### config.mk
export PLATFORM = sky130hd
export DESIGN_NAME = pool_unit
export DESIGN_NICKNAME = d
export VERILOG_FILES = /design/src/rtl/pool_unit.sv
export SDC_FILE = /design/constraint.sdc
export NUM_CORES = 1
export LEC_CHECK = 0
export CORE_MARGIN = 3
export CORE_UTILIZATION = 40
export DETAILED_ROUTE_END_ITERATION = 12
export SETUP_SLACK_MARGIN = 0.05
export SLEW_MARGIN = 20
export SYNTH_ARGS = -nofsm -noshare
export SYNTH_HDL_FRONTEND = slang
export SYNTH_SLANG_ARGS = --single-unit
export TNS_END_PERCENT = 10
### constraint.sdc
create_clock -name clk -period 3.2 [get_ports clk]
set_clock_uncertainty 0.1 [all_clocks]
set_input_delay 0.96 -clock clk [delete_from_list [all_inputs] [get_ports clk]]
set_output_delay 0.96 -clock clk [all_outputs]
set_load 0.01 [all_outputs]
### src/rtl/pool_unit.sv
// Streaming max/average pooling over KERNAL_SIZE^2 beats of DEPTH signed channels.
// Average datapath is built only when POOL_AVG_EN is defined; otherwise mode is ignored.
module pool_unit #(
  parameter int KERNAL_SIZE = 2,
  parameter int DEPTH       = 8,
  parameter int DATA_WIDTH  = 16
) (
  input  logic                        clk,
  input  logic                        reset,
  input  logic                        clr,
  input  logic                        mode,
  input  logic                        in_valid,
  output logic                        in_ready,
  input  logic [DEPTH*DATA_WIDTH-1:0] neuron_in,
  output logic                        out_valid,
  input  logic                        out_ready,
  output logic [DEPTH*DATA_WIDTH-1:0] neuron_out
);

  localparam int N  = KERNAL_SIZE * KERNAL_SIZE;
  localparam int CW = (N > 1) ? $clog2(N) : 1;
`ifdef POOL_AVG_EN
  localparam int SHIFT = $clog2(N);
  localparam int AW    = DATA_WIDTH + SHIFT;
`else
  localparam int AW    = DATA_WIDTH;
`endif
  localparam logic [CW-1:0] LAST = CW'(N - 1);

`ifdef POOL_AVG_EN
  if ((1 << $clog2(KERNAL_SIZE)) != KERNAL_SIZE) begin : g_ks_check
    $error("pool_unit: KERNAL_SIZE must be a power of two when averaging is enabled");
  end
`endif

  logic [CW-1:0]               cnt;
  logic signed [AW-1:0]        acc      [DEPTH];
  logic signed [AW-1:0]        acc_next [DEPTH];
  logic signed [AW-1:0]        sext     [DEPTH];
  logic [DEPTH*DATA_WIDTH-1:0] result;
  logic                        first;
  logic                        last;
  logic                        accept;
  logic                        close;

`ifdef POOL_AVG_EN
  logic win_mode;
  logic cur_mode;
  // The window's mode comes straight from the input on its first beat, so N = 1 works too.
  assign cur_mode = first ? mode : win_mode;
`else
  logic unused_mode;
  assign unused_mode = mode;
`endif

  assign first    = (cnt == '0);
  assign last     = (cnt == LAST);
  assign in_ready = !clr && !(last && out_valid && !out_ready);
  assign accept   = in_valid && in_ready;
  assign close    = accept && last;

  always_comb begin
    for (int unsigned i = 0; i < DEPTH; i++) begin
      sext[i] = AW'($signed(neuron_in[i*DATA_WIDTH +: DATA_WIDTH]));
    end
  end

  always_comb begin
    for (int unsigned i = 0; i < DEPTH; i++) begin
      if (first) begin
        acc_next[i] = sext[i];
`ifdef POOL_AVG_EN
      end else if (cur_mode) begin
        acc_next[i] = acc[i] + sext[i];
`endif
      end else begin
        acc_next[i] = (acc[i] > sext[i]) ? acc[i] : sext[i];
      end
    end
  end

  always_comb begin
    result = '0;
    for (int unsigned i = 0; i < DEPTH; i++) begin
`ifdef POOL_AVG_EN
      if (cur_mode) begin
        result[i*DATA_WIDTH +: DATA_WIDTH] = DATA_WIDTH'(acc_next[i] >>> SHIFT);
      end else begin
        result[i*DATA_WIDTH +: DATA_WIDTH] = DATA_WIDTH'(acc_next[i]);
      end
`else
      result[i*DATA_WIDTH +: DATA_WIDTH] = DATA_WIDTH'(acc_next[i]);
`endif
    end
  end

  always_ff @(posedge clk or negedge reset) begin
    if (!reset) begin
      cnt        <= '0;
      out_valid  <= 1'b0;
      neuron_out <= '0;
      for (int unsigned i = 0; i < DEPTH; i++) begin
        acc[i] <= '0;
      end
`ifdef POOL_AVG_EN
      win_mode   <= 1'b0;
`endif
    end else begin
      if (clr) begin
        cnt <= '0;
      end else if (accept) begin
        cnt <= last ? '0 : cnt + CW'(1);
        for (int unsigned i = 0; i < DEPTH; i++) begin
          acc[i] <= acc_next[i];
        end
`ifdef POOL_AVG_EN
        if (first) begin
          win_mode <= mode;
        end
`endif
      end

      // A closing beat only gets through when the output slot is free or draining this cycle.
      if (close) begin
        out_valid  <= 1'b1;
        neuron_out <= result;
      end else if (out_ready) begin
        out_valid  <= 1'b0;
      end
    end
  end

endmodule
# Word level (Yosys, flattened, before mapping)
# Index checks and enable logic that the tools add are counted.
totals:
  reg_bits: 259
  elab_cells: 55
  output_inout_bits: 130
classes:
  n_eq_ne: 1
  n_reduce_logical: 12
  order_cmp: 8
  n_addsub: 1
  n_bitwise: 1
  mux: 21
ops:
  columns: ["op", "count"]
  rows:
  - ["2-to-1 mux 16 bit", 16]
  - ["> comparator 16 bit", 8]
  - ["2-to-1 mux 2 bit", 3]
  - ["logical AND 1 bit", 5]
  - ["nonzero test 2 bit", 2]
  - ["zero test 1 bit", 3]
  - ["adder 2 x 1 -> 2 bit (second input constant)", 1]
  - ["equality test 2 bit (second input constant)", 1]
  - ["zero test 2 bit", 1]
  - ["2-to-1 mux 1 bit", 2]
  - ["AND reduction 2 bit", 1]
  - ["NOT 1 bit", 1]

# Logic depth before layout (Yosys ltp)
# Gate-level depths: netlist of run 1.
depth:
  ltp_word: 8
  ltp_mapped: 12
  ltp_nobuf: 9

# Worst setup path after synthesis of run 1
# OpenSTA, ideal clock, no wires.
synth_path:
  kind: "input-to-reg"
  start: "in neuron_in[77]"
  end: "reg acc[53] (netlist name)"
  arrival_time_ns: 2.952
  n_path_buf: 2
  path_slack_ns: 0.021
  stages: 10
  setup_time_ns: 0.127
  required_time_ns: 2.973
  path_cell_list: "inv_1 ha_1 a21o_1 a2111oi_2 nand4_2 and2_1 buf_4 nor2_8 buf_6 mux2_1"
synth_between:
  elab_chain_len: 3
synth_rtl:
  columns: ["element", "line", "source"]
  rows:
  - ["from (decl)", "14", "input logic [DEPTH*DATA_WIDTH-1:0] neuron_in,"]
  - ["> comparator 16 bit", "77", "acc_next[i] = (acc[i] > sext[i]) ? acc[i] : sext[i];"]
  - ["2-to-1 mux 16 bit", "77", null]
  - ["2-to-1 mux 16 bit", "70", "if (first) begin"]
  - ["to (signal, indexed assignment)", "114", "acc[i] <= acc_next[i];"]
  - ["to (decl)", "37", "logic signed [AW-1:0] acc [DEPTH];"]
# No other way between the ends.
# A chain may end at the register's enable or synchronous reset.

# Final worst setup path of run 1
layout_path:
  start: "in neuron_in[78]"
  end: "reg acc[60] (netlist name)"
# The elaborated chain is that of the path after synthesis.

==> impl_table.tex, run 1 <==
\begin{tabular}{lr}
\hline
Metric & Value \\
\hline
\multicolumn{2}{l}{\textbf{Run status}} \\
Status & complete, no violations \\
\multicolumn{2}{l}{\textbf{Final layout}} \\
Leading cell types in the layout, fill and taps excluded & 259 x sky130\_fd\_sc\_hd\_\_dfrtp\_1, 259 x sky130\_fd\_sc\_hd\_\_clkdlybuf4s50\_1, 144 x sky130\_fd\_sc\_hd\_\_a21oi\_1 \\
Design Area, Final & 19,200 um\^{}2 \\
Area delta synth->final & 36.0\% \\
Number of filler cells placed in the layout & $\sim$3,100 \\
Number of antenna diodes & 0 \\
Total number of nets in the final design & 1,984 \\
Share of cells above drive strength 1 & 0.165 \\
\multicolumn{2}{l}{\textbf{Clocking}} \\
Clk sinks & between 200 and 300 \\
Worst-Skew Late Latency & 0.54 ns \\
TritonCTS buffer count & 30 \\
Clock buffer depth & 3 \\
Cts-stage hold buffer count & 0 \\
CTS HTree Levels & 1 \\
CTS tree & built \\
CTS root buf & sky130\_fd\_sc\_hd\_\_clkbuf\_16 \\
CTS clk-pin slew, worst paths & approximately 0.06 ns \\
\multicolumn{2}{l}{\textbf{Power and ir drop}} \\
Leak & approximately 9 nW \\
Design Power & approximately 14 mW \\
Total power density per cell area & around 730 nW/um\^{}2 \\
Largest voltage drop on the vdd net & 488 uV \\
\multicolumn{2}{l}{\textbf{Route}} \\
Number of iterations in the first detailed-routing pass & 5 \\
Total Wirelength & around 36,000 um \\
Vias per inst & 5.03 \\
Violation count after the first detailed-route iteration & 366 \\
Drt wl/cell & about 16 um \\
DRC violations left & 0 \\
ANT nets after route & 0 \\
Detailed-route via count & approximately 11,000 \\
\multicolumn{2}{l}{\textbf{Global route}} \\
Most utilized layer in the global route result & met2 \\
Vias in the first global route & between 10,000 and 15,000 \\
GRT Util Overall & 0.188 \\
Met2 Resource Use GR & 0.306 \\
Initial antenna violation count & 5 \\
Global-route wire length before repair & slightly below 60,000 um \\
Overflow left after global routing & 0 \\
Largest net degree at the start of global routing & 67 \\
Met1 capacity usage during global routing & 0.255 \\
Grt met3 use & 0.0537 \\
\multicolumn{2}{l}{\textbf{Logic synthesis}} \\
Instance count of the mapped netlist & $\sim$1,400 \\
Fraction of registers with async set or reset after synthesis & 1.00 \\
Number of synthesis warnings & 0 \\
Most used flip-flop cell after synthesis & sky130\_fd\_sc\_hd\_\_dfrtp\_1 \\
Avg Inst Size Synth & 10.4 um\^{}2 \\
Count of flip-flops with a built-in enable after synthesis & 0 \\
Syn\_nets & approximately 1,600 \\
Synthesized flop and latch total & between 200 and 300 \\
Post-synthesis cell type count & 54 \\
Syn Std Cell Area & 14,100 um\^{}2 \\
Part of the Yosys area used for sequential elements & 0.459 \\
\multicolumn{2}{l}{\textbf{Worst setup path}} \\
Slowest Stage Delay on Critical Path & $\sim$0.52 ns \\
Kind of capture point of the worst setup path & register \\
Arrival time at the worst endpoint & $\sim$3.4 ns \\
Cells along the critical path & clkdlybuf4s50\_1 -> inv\_1 -> ha\_1 -> buf\_4 -> a2111oi\_2 -> nand4\_2 -> and2\_1 -> nor2\_8 -> buf\_12 -> mux2\_1 \\
Number of cells traversed by the worst register-to-register path & 8 \\
Kind of launch point of the worst setup path & primary input \\
WP data required & 3.52 ns \\
Worst path slowest cell & sky130\_fd\_sc\_hd\_\_clkdlybuf4s50\_1 \\
Reg2reg end & neuron\_out[23]\$\_DFFE\_PN0P\_ \\
R2R Path Start & acc[110]\$\_DFFE\_PN0P\_ \\
Worst reg-to-reg setup slack & between 0.7 and 0.8 ns \\
Max Fanout on Critical Path & 8 \\
Crit path buffers/inverters & 4 \\
Type of the worst setup path & primary input to register \\
Cell family with most CP delay & buffers and inverters \\
\multicolumn{2}{l}{\textbf{Timing}} \\
Worst Tran Pin Value & approximately 0.54 ns \\
Setup repair after global routing missed its margin & true \\
Worst setup slack after layout & roughly 0.13 ns \\
Final-report hold violation count & 0 \\
Max-Slew Margin vs Limit & 0.634 \\
Fin Hold WS & around 0.25 ns \\
Final period utilization & 0.960 \\
Final Max Slew Viols & 0 \\
Maximum clock frequency & between 300 and 400 MHz \\
Final setup vio count & 0 \\
Shortest clock period the worst path allows after layout & 3.07 ns \\
\multicolumn{2}{l}{\textbf{Floorplan}} \\
Vert. Die Dim & roughly 190 um \\
Area of the core & around 35,000 um\^{}2 \\
Number of rows created at floorplan & 68 \\
Overall die width & slightly below 200 um \\
Initial core utilization & 0.408 \\
\# IOs & 264 \\
Floorplan die area & 37,600 um\^{}2 \\
\multicolumn{2}{l}{\textbf{Flow run}} \\
Maximum capacitance violations & 0 \\
\multicolumn{2}{l}{\textbf{Placement}} \\
Worst setup timing slack at the placement stage & -0.503 ns \\
Dpl cell area & between 15,000 and 20,000 um\^{}2 \\
Placed wire-length estimate after detailed placement & between 20,000 and 30,000 um \\
Last weighted congestion value of the routability-driven placer & 0.823 \\
Input/output buffers & about 260 \\
\multicolumn{2}{l}{\textbf{Min path}} \\
Type of the most critical hold path & primary input to asynchronous set/reset pin \\
\hline
\end{tabular}
## what timing repair did
action / 4_1_cts / 5_1_grt
endpoints found under the setup margin: 1 / 147
gates resized for setup: 1 / 10
buffers inserted: 0 / 1
endpoints found under the hold margin: 0 / 0
pin swaps: 0 / 4
## how the worst max path moves through the flow
| stage | from | end | slack, ns | cells past startpoint |
|---|---|---|---|---|
| floorplan | neuron_in[71] | acc[53]$_DFFE_PN0P_ | 0.06 | 11 |
| global placement | neuron_in[29] | neuron_out[30]$_DFFE_PN0P_ | -0.46 | 10 |
| detailed placement | neuron_in[13] | acc[121]$_DFFE_PN0P_ | -0.50 | 9 |
| CTS | neuron_in[13] | acc[125]$_DFFE_PN0P_ | 0.1 | 9 |
| global route | neuron_in[30] | neuron_out[17]$_DFFE_PN0P_ | 0.0006 | 10 |
| finish | neuron_in[78] | acc[60]$_DFFE_PN0P_ | 0.13 | 10 |
## cell type report
type	count	area (um^2)	share of cell area
clock buffer	46	922	0.0480
clock inverter	4	22.5	0.00117
inverter	139	522	0.0272
timing repair buffer	395	3830	0.199
multi-input combinational	895	6870	0.357
sequential	259	6480	0.337
tap	455	569	0.0296
## layer usage
layer / vias to the layer above / share of wire / wire length (um)
met4: 10 / 0.014 / 490
met3: 42 / 0.069 / 2480
met1: 5287 / 0.46 / 16500
li1: 5479 / - / -
met5: - / 0.0019 / 70
met2: 218 / 0.45 / 16300
## state kept, by name, summed over array words and instances (netlist names)
signal	count
cnt	2
out_valid	1
acc	128
neuron_out	128
## report_power, final
part	total [mW]	internal, mW	switching, mW
sequential	5.20	4.42	0.777
combinational	5.46	3.04	2.42
clock	3.29	1.95	1.34
total	14.0	9.41	4.54
## worst register-to-register path, stage by stage, from the launching register on
cell and delay, ns:
sky130_fd_sc_hd__dfrtp_1 0.40, sky130_fd_sc_hd__ha_1 0.32, sky130_fd_sc_hd__nand4_1 0.16, sky130_fd_sc_hd__nor4_2 0.35, sky130_fd_sc_hd__a221oi_1 0.17, sky130_fd_sc_hd__a211oi_4 0.35
sky130_fd_sc_hd__buf_12 0.21, sky130_fd_sc_hd__mux2i_1 0.23, sky130_fd_sc_hd__a21oi_1 0.08
## cell families after synthesis
| logic type | synth area share |
|---|---|
| compound gates | 0.134 |
| fa+ha+maj | 0.115 |
| buf+inv | 0.0598 |
| flops | 0.459 |
| mux | 0.150 |
| simple gates | 0.0821 |
## through the flow
| step | utilization | std cells | setup TNS [ns] |
|---|---|---|---|
| after floorplan | - | 1354 | 0 |
| after global placement | 0.526 | 2142 | -85.82 |
| after detailed placement | 0.526 | 2142 | -95.76 |
| after CTS | 0.553 | 2192 | 0 |
| after global routing | 0.555 | 2193 | 0 |
| final | 0.555 | 2193 | 0 |
## cells in the mapped netlist (all sizes together), types with 3 or more instances
cell type / instances / area share
dfrtp: 259 / 0.46
nor3: 4 / 0.0014
a31oi: 3 / 0.0013
nand3b: 3 / 0.0016
a21oi: 145 / 0.052
nand3: 5 / 0.0018
clkbuf: 37 / 0.0099
o21ai: 127 / 0.045
a2111oi: 3 / 0.0027
nand4: 23 / 0.011
nand2: 81 / 0.022
inv: 139 / 0.037
nor4: 6 / 0.0027
nand2b: 6 / 0.0032
a221oi: 3 / 0.0031
buf: 24 / 0.013
a221o: 17 / 0.012
and4: 4 / 0.0025
nor2: 79 / 0.023
ha: 130 / 0.12
nor2b: 6 / 0.0027
o21a: 3 / 0.0016
mux2i: 97 / 0.069
a21o: 12 / 0.0064
o211ai: 4 / 0.0021
and2: 19 / 0.0084
a211oi: 5 / 0.0030
mux2: 98 / 0.081
No activity file was read; power rests on OpenSTA's default activity.
==> run 2, diff against run 1 <==
--- a/config.mk
+++ b/config.mk
@@ -7,6 +7,7 @@
 export LEC_CHECK = 0
 export CORE_MARGIN = 3
 export CORE_UTILIZATION = 40
+export CTS_BUF_LIST = sky130_fd_sc_hd__clkbuf_8
 export DETAILED_ROUTE_END_ITERATION = 12
 export SETUP_SLACK_MARGIN = 0.05
 export SLEW_MARGIN = 20
==> run 2 against run 1 <==
Net effect:
- global-route usage increased by 0.29 points
- utilization is 0.20 points higher
- worst hold slack got worse by 0.013 ns
- maximum frequency down 0.29%
- final area up 0.36%
- routed wire length is 0.40% higher
- critical path depth grew 1
- largest power group unchanged
==> impl_table.tex, run 2 (synthesis results as in run 1) <==
\begin{tabular}{lr}
\hline
Metric & Value \\
\hline
\multicolumn{2}{l}{\textbf{Worst setup path}} \\
Worst path slowest cell & sky130\_fd\_sc\_hd\_\_clkdlybuf4s50\_1 \\
Max Fanout on Critical Path & 8 (unchanged) \\
Cell family with most CP delay & buffers and inverters \\
Slowest Stage Delay on Critical Path & 0.51 ns (about the same) \\
Type of the worst setup path & primary input to register \\
Crit path buffers/inverters & 3 (-1) \\
Number of cells traversed by the worst register-to-register path & 8 (unchanged) \\
Arrival time at the worst endpoint & 3.42 ns (+0.02 ns) \\
Count of cell instances traversed by the critical path & 11 (+1) \\
WP data required & 3.54 ns (+0.02 ns) \\
Kind of capture point of the worst setup path & register \\
Cells along the critical path & clkdlybuf4s50\_1 -> inv\_1 -> ha\_1 -> nor2b\_1 -> o211a\_1 -> o21ai\_0 -> nand4\_2 -> and2\_1 -> nor2\_8 -> buf\_12 -> mux2\_2 \\
Kind of launch point of the worst setup path & primary input \\
\multicolumn{2}{l}{\textbf{Final layout}} \\
Leading cell types in the layout, fill and taps excluded & 260 x sky130\_fd\_sc\_hd\_\_clkdlybuf4s50\_1, 259 x sky130\_fd\_sc\_hd\_\_dfrtp\_1, 148 x sky130\_fd\_sc\_hd\_\_inv\_1 \\
Registers with the most flip-flops & acc (128), neuron\_out (128), cnt (2) \\
Leading cell type in the layout, fill and taps excluded & sky130\_fd\_sc\_hd\_\_clkdlybuf4s50\_1 \\
Number of antenna diodes & 0 (unchanged) \\
Share of cells above drive strength 1 & 0.179 (+0.0138) \\
Total number of nets in the final design & 2,001 (+0.86\%) \\
Area delta synth->final & 36.5\% \\
\multicolumn{2}{l}{\textbf{Route}} \\
Detailed-route via count & 11,200 (+1.2\%) \\
Vias per inst & 5.02 (-0.32\%) \\
Total Wirelength & 36,100 um (+0.40\%) \\
Drt wl/cell & 16.2 um (-1.1\%) \\
Violation count after the first detailed-route iteration & 333 (-9.0\%) \\
Number of iterations in the first detailed-routing pass & 4 (-1) \\
ANT nets after route & 0 (unchanged) \\
DRC violations left & 0 (unchanged) \\
\multicolumn{2}{l}{\textbf{Flow run}} \\
Maximum capacitance violations & 0 (unchanged) \\
\multicolumn{2}{l}{\textbf{Floorplan}} \\
Floorplan die area & 37,600 um\^{}2 (unchanged) \\
Area of the core & 34,600 um\^{}2 (unchanged) \\
Overall die width & 194 um (unchanged) \\
\# IOs & 264 (unchanged) \\
Vert. Die Dim & 194 um (unchanged) \\
Initial core utilization & 0.408 (unchanged) \\
Number of rows created at floorplan & 68 (unchanged) \\
\multicolumn{2}{l}{\textbf{Global route}} \\
Initial antenna violation count & 5 (unchanged) \\
GRT Util Overall & 0.191 (+0.00287) \\
Vias in the first global route & 11,600 (+1.5\%) \\
Overflow left after global routing & 0 (unchanged) \\
Largest net degree at the start of global routing & 67 (unchanged) \\
Global-route wire length before repair & 59,500 um (+0.75\%) \\
\multicolumn{2}{l}{\textbf{Timing}} \\
Final period utilization & 0.962 (+0.00280) \\
Shortest clock period the worst path allows after layout & 3.08 ns (+0.00897 ns) \\
Fin Hold WS & 0.242 ns (-0.0128 ns) \\
Maximum clock frequency & 325 MHz (-0.29\%) \\
Final-report hold violation count & 0 (unchanged) \\
Max-Slew Margin vs Limit & 0.626 (-0.00800) \\
Final Max Slew Viols & 0 (unchanged) \\
Final setup vio count & 0 (unchanged) \\
Setup repair after global routing missed its margin & true \\
Worst Tran Pin Value & 0.556 ns (+0.0119 ns) \\
\multicolumn{2}{l}{\textbf{Power and ir drop}} \\
Design Power & 14.0 mW (+0.53\%) \\
Total power density per cell area & 727 nW/um\^{}2 (+0.16\%) \\
Leak & 9.13 nW (+1.1\%) \\
Largest voltage drop on the vdd net & 450 uV (-7.7\%) \\
\multicolumn{2}{l}{\textbf{Clocking}} \\
CTS tree & built \\
Clk sinks & 259 (unchanged) \\
CTS HTree Levels & 2 (+1) \\
Clock buffer depth & 3 (unchanged) \\
CTS root buf & sky130\_fd\_sc\_hd\_\_clkbuf\_8 \\
CTS clk-pin slew, worst paths & 0.06 ns (about the same) \\
Worst-Skew Late Latency & 0.56 ns (+0.02 ns) \\
Cts-stage hold buffer count & 0 (unchanged) \\
TritonCTS buffer count & 47 (+57\%) \\
\multicolumn{2}{l}{\textbf{Placement}} \\
Placed wire-length estimate after detailed placement & 26,500 um (unchanged) \\
Last weighted congestion value of the routability-driven placer & 0.823 (unchanged) \\
Input/output buffers & 262 (unchanged) \\
\multicolumn{2}{l}{\textbf{Min path}} \\
Type of the most critical hold path & primary input to asynchronous set/reset pin \\
\multicolumn{2}{l}{\textbf{Run status}} \\
Status & complete, no violations \\
\hline
\end{tabular}
[run 2: changes by cell type in the layout (fill, tap and decap cells not counted), moves of 2 or more]
cell                        change
sky130_fd_sc_hd__clkbuf_16     -31
sky130_fd_sc_hd__inv_1          +9
sky130_fd_sc_hd__clkbuf_1       -6
sky130_fd_sc_hd__clkbuf_8      +55
sky130_fd_sc_hd__clkinv_2       +5
sky130_fd_sc_hd__bufinv_16      +2
[run 2: path summary, 6_finish.rpt]
| path | to | slack (ns) | startpoint |
|---|---|---|---|
| max | acc[51]$_DFFE_PN0P_ | 0.12 | neuron_in[65] |
| min | acc[3]$_DFFE_PN0P_ | 0.24 | reset |
| max reg2reg | neuron_out[30]$_DFFE_PN0P_ | 0.71 | acc[110]$_DFFE_PN0P_ |
| min reg2reg | neuron_out[40]$_DFFE_PN0P_ | 0.38 | neuron_out[40]$_DFFE_PN0P_ |
| max in group asynchronous | neuron_out[67]$_DFFE_PN0P_ | 2.01 | reset |
| min in group clk | neuron_out[40]$_DFFE_PN0P_ | 0.38 | neuron_out[40]$_DFFE_PN0P_ |
[run 2: area by class of cell]
class	instances	area, um^2
inverter	139	522
multi-input combinational	895	6860
clock buffer	64	881
clock inverter	20	143
fill	3136	15300
sequential	259	6480
tap	455	569
timing repair buffer	395	3820
[run 2: worst register-to-register path, stage by stage (launching register included)]
cell and delay (ns):
sky130_fd_sc_hd__dfrtp_1 0.40, sky130_fd_sc_hd__ha_1 0.32, sky130_fd_sc_hd__nand4_1 0.16, sky130_fd_sc_hd__nor4_2 0.35, sky130_fd_sc_hd__a221oi_1 0.17, sky130_fd_sc_hd__a211oi_4 0.35, sky130_fd_sc_hd__buf_12 0.21, sky130_fd_sc_hd__mux2i_1 0.22
sky130_fd_sc_hd__a21oi_1 0.08
[run 2: report_power, final]
group / leakage (nW) / switching [mW] / internal (mW)
clock network: 0.572 / 1.44 / 1.94
logic: 5.35 / 2.42 / 3.04
registers: 3.21 / 0.772 / 4.42
[run 2: per-layer routing]
layer | part of all wire | wire [um] | up-vias | track usage
met3 | 0.075 | 2720 | 56 | 0.0645
li1 | - | - | 5519 | -
met4 | 0.015 | 558 | 10 | 0.0410
met1 | 0.46 | 16500 | 5323 | 0.255
met2 | 0.45 | 16200 | 263 | 0.304
met5 | 0.0018 | 65 | - | 0
[run 2: repair_timing]
item / in CTS / in global routing
resized for setup: 1 / 7
pin swaps: 0 / 4
setup buffers: 0 / 1
endpoints found under the setup margin: 1 / 102
[run 2: metrics by stage]
| stage | util | cells | area, um^2 | TNS, ns | setup slack [ns] |
|---|---|---|---|---|---|
| 3_5_place_dp | 0.526 | 2142 | 18200 | -95.76 | -0.503 |
| 5_1_grt | 0.557 | 2227 | 19300 | 0 | 0.00844 |
| 4_1_cts | 0.556 | 2226 | 19200 | 0 | 0.126 |
| 3_3_place_gp | 0.526 | 2142 | 18200 | -85.82 | -0.463 |
| 6_report | 0.557 | 2227 | 19300 | 0 | 0.120 |
| 2_1_floorplan | - | 1354 | 14100 | 0 | 0.0643 |
==> run 3, diff against run 2 <==
--- a/config.mk
+++ b/config.mk
@@ -9,6 +9,7 @@
 export CORE_UTILIZATION = 40
 export CTS_BUF_LIST = sky130_fd_sc_hd__clkbuf_8
 export DETAILED_ROUTE_END_ITERATION = 12
+export GPL_TIMING_DRIVEN = 0
 export SETUP_SLACK_MARGIN = 0.05
 export SLEW_MARGIN = 20
 export SYNTH_ARGS = -nofsm -noshare
==> run 3 against run 2 <==
Net effect:
- combinational power down 2%
- first-iteration DRC count rose by 29%
- utilization is 1.5 points lower
- sequential share of layout area increased by 0.94 points
- power down 1.6%
- setup slack got worse by 0.097 ns
- maximum frequency fell by 3.1%
- critical endpoint is now acc[41]$_DFFE_PN0P_
- highest routed layer unchanged
==> impl_table.tex, run 3 (synthesis results as in run 1) <==
\begin{tabular}{lr}
\hline
Metric & Value \\
\hline
\multicolumn{2}{l}{\textbf{Final layout}} \\
Number of filler cells placed in the layout & 3,134 (-0.064\%) \\
Registers with the most flip-flops & acc (128), neuron\_out (128), cnt (2) \\
Core Util, Final & 0.542 (-0.0152) \\
Leading cell types in the layout, fill and taps excluded & 259 x sky130\_fd\_sc\_hd\_\_dfrtp\_1, 258 x sky130\_fd\_sc\_hd\_\_clkdlybuf4s50\_1, 155 x sky130\_fd\_sc\_hd\_\_inv\_1 \\
Share of cells above drive strength 1 & 0.141 (-0.0383) \\
Total number of nets in the final design & 1,946 (-2.7\%) \\
Leading cell type in the layout, fill and taps excluded & sky130\_fd\_sc\_hd\_\_dfrtp\_1 \\
Area delta synth->final & 32.8\% \\
\multicolumn{2}{l}{\textbf{Clocking}} \\
Clk sinks & 259 (unchanged) \\
CTS root buf & sky130\_fd\_sc\_hd\_\_clkbuf\_8 \\
TritonCTS buffer count & 47 (unchanged) \\
CTS tree & built \\
CTS clk-pin slew, worst paths & 0.06 ns (about the same) \\
Worst-Skew Late Latency & 0.60 ns (+0.04 ns) \\
CTS HTree Levels & 2 (unchanged) \\
Clock buffer depth & 3 (unchanged) \\
\multicolumn{2}{l}{\textbf{Worst setup path}} \\
Max Fanout on Critical Path & 10 (+2) \\
R2R Path Start & cnt[0]\$\_DFFE\_PN0P\_ \\
Kind of capture point of the worst setup path & register \\
Arrival time at the worst endpoint & 3.55 ns (+0.13 ns) \\
Kind of launch point of the worst setup path & primary input \\
WP data required & 3.57 ns (+0.03 ns) \\
Number of cells traversed by the worst register-to-register path & 9 (+1) \\
Type of the worst setup path & primary input to register \\
Reg2reg end & acc[54]\$\_DFFE\_PN0P\_ \\
Worst reg-to-reg setup slack & 0.41 ns (-0.30 ns) \\
\multicolumn{2}{l}{\textbf{Floorplan}} \\
Overall die width & 194 um (unchanged) \\
\# IOs & 264 (unchanged) \\
Area of the core & 34,600 um\^{}2 (unchanged) \\
Vert. Die Dim & 194 um (unchanged) \\
Initial core utilization & 0.408 (unchanged) \\
Number of rows created at floorplan & 68 (unchanged) \\
Floorplan die area & 37,600 um\^{}2 (unchanged) \\
\multicolumn{2}{l}{\textbf{Route}} \\
DRC violations left & 0 (unchanged) \\
ANT nets after route & 0 (unchanged) \\
Drt wl/cell & 17.3 um (+7.1\%) \\
Number of iterations in the first detailed-routing pass & 7 (+3) \\
Total Wirelength & 37,700 um (+4.5\%) \\
Detailed-route via count & 11,100 (-0.22\%) \\
Violation count after the first detailed-route iteration & 428 (+29\%) \\
Vias per inst & 5.13 (+2.3\%) \\
\multicolumn{2}{l}{\textbf{Timing}} \\
Worst Tran Pin Value & 1.06 ns (+0.507 ns) \\
Maximum clock frequency & 315 MHz (-3.1\%) \\
Final period utilization & 0.993 (+0.0304) \\
Max-Slew Margin vs Limit & 0.291 (-0.335) \\
Shortest clock period the worst path allows after layout & 3.18 ns (+0.0972 ns) \\
Final setup vio count & 0 (unchanged) \\
Final Max Slew Viols & 0 (unchanged) \\
Post-route setup TNS & 0 ns (unchanged) \\
Final-report hold violation count & 0 (unchanged) \\
Fin Hold WS & 0.138 ns (-0.104 ns) \\
Setup repair after global routing missed its margin & true \\
\multicolumn{2}{l}{\textbf{Power and ir drop}} \\
Design Power & 13.8 mW (-1.6\%) \\
Leak & 8.76 nW (-4.0\%) \\
Total power density per cell area & 736 nW/um\^{}2 (+1.2\%) \\
Largest voltage drop on the vdd net & 373 uV (-17\%) \\
\multicolumn{2}{l}{\textbf{Min path}} \\
Type of the most critical hold path & primary input to asynchronous set/reset pin \\
\multicolumn{2}{l}{\textbf{Global route}} \\
Largest net degree at the start of global routing & 90 (+34\%) \\
Vias in the first global route & 11,400 (-1.6\%) \\
Global-route wire length before repair & 60,500 um (+1.7\%) \\
Overflow left after global routing & 0 (unchanged) \\
GRT Util Overall & 0.197 (+0.00647) \\
Initial antenna violation count & 8 (+3) \\
\multicolumn{2}{l}{\textbf{Placement}} \\
Last weighted congestion value of the routability-driven placer & 0.817 (-0.69\%) \\
Input/output buffers & 262 (unchanged) \\
Placed wire-length estimate after detailed placement & 27,100 um (+2.4\%) \\
\multicolumn{2}{l}{\textbf{Run status}} \\
Status & complete, no violations \\
\multicolumn{2}{l}{\textbf{Flow run}} \\
Maximum capacitance violations & 0 (unchanged) \\
\hline
\end{tabular}
run 3: cell count changes in the layout (fill, tap and decap cells not counted), moves of 5 or more:
cell,previous run,this run
sky130_fd_sc_hd__buf_12,15,1
sky130_fd_sc_hd__buf_4,115,21
sky130_fd_sc_hd__buf_6,3,8
sky130_fd_sc_hd__clkbuf_1,0,28
sky130_fd_sc_hd__clkbuf_2,0,6
sky130_fd_sc_hd__clkbuf_4,0,5
sky130_fd_sc_hd__clkbuf_8,64,59
sky130_fd_sc_hd__inv_1,148,155
run 3: how the worst max path moves through the flow:
stage / from / to / depth (start not counted)
final: neuron_in[93] / acc[41]$_DFFE_PN0P_ / 11
after floorplan: neuron_in[71] / acc[53]$_DFFE_PN0P_ / 11
after detailed placement: out_ready / neuron_out[111]$_DFFE_PN0P_ / 8
after global routing: neuron_in[93] / acc[42]$_DFFE_PN0P_ / 11
after global placement: reset / acc[38]$_DFFE_PN0P_ / 1
after CTS: out_ready / in_ready / 4
run 3: per-stage QoR:
step	std cells	cell area (um^2)	worst slack, ns
global placement	2071	17300	-10.82
CTS	2156	18500	0.0549
global route	2170	18700	-0.0534
finish	2172	18800	0.0228
floorplan	1354	14100	0.0643
detailed placement	2074	17400	-0.955
run 3: report_power, final:
group	switching, mW	internal, mW	leakage, nW	total (mW)
sequential	0.769	4.42	3.21	5.19
clock	1.45	1.81	0.553	3.25
combinational	2.43	2.94	5.00	5.36
total	4.64	9.16	8.76	13.8
run 3: critical path, stage by stage:
cell and delay (ns):
sky130_fd_sc_hd__clkdlybuf4s50_1 0.49, sky130_fd_sc_hd__inv_1 0.05, sky130_fd_sc_hd__ha_1 0.30, sky130_fd_sc_hd__a21o_1 0.16, sky130_fd_sc_hd__a2111o_1 0.41, sky130_fd_sc_hd__a21oi_1 0.13
sky130_fd_sc_hd__a211oi_1 0.09, sky130_fd_sc_hd__buf_4 0.20, sky130_fd_sc_hd__nor2_4 0.22, sky130_fd_sc_hd__buf_8 0.19, sky130_fd_sc_hd__mux2_2 0.34
run 3: repair_timing:
action                                  CTS  global route
resized for setup                        31            42
cloned                                    0             1
endpoints found under the setup margin  150           171
hold buffers                              0             0
setup buffers                             2            13
pin swaps                                 6             7
run 3: per-layer routing:
metal  part of all wire  up-vias  track usage
met1               0.46     5373        0.262
met5             0.0020        -            0
met4              0.023       12       0.0577
met3              0.072       69       0.0606
met2               0.45      255        0.313
li1                   -     5437            -
run 3: final cells by class:
class                   instances  area, um^2  area share
multi-input cells             895        6980       0.372
repair buffers                281        2850       0.152
flip-flops and latches        259        6480       0.346
clock buffers                  59         812      0.0433
well taps                     455         569      0.0304
clock inverters                22         140     0.00747
plain buffers                  59         393      0.0210
inverters                     139         522      0.0278
diodes                          3        7.51    0.000400
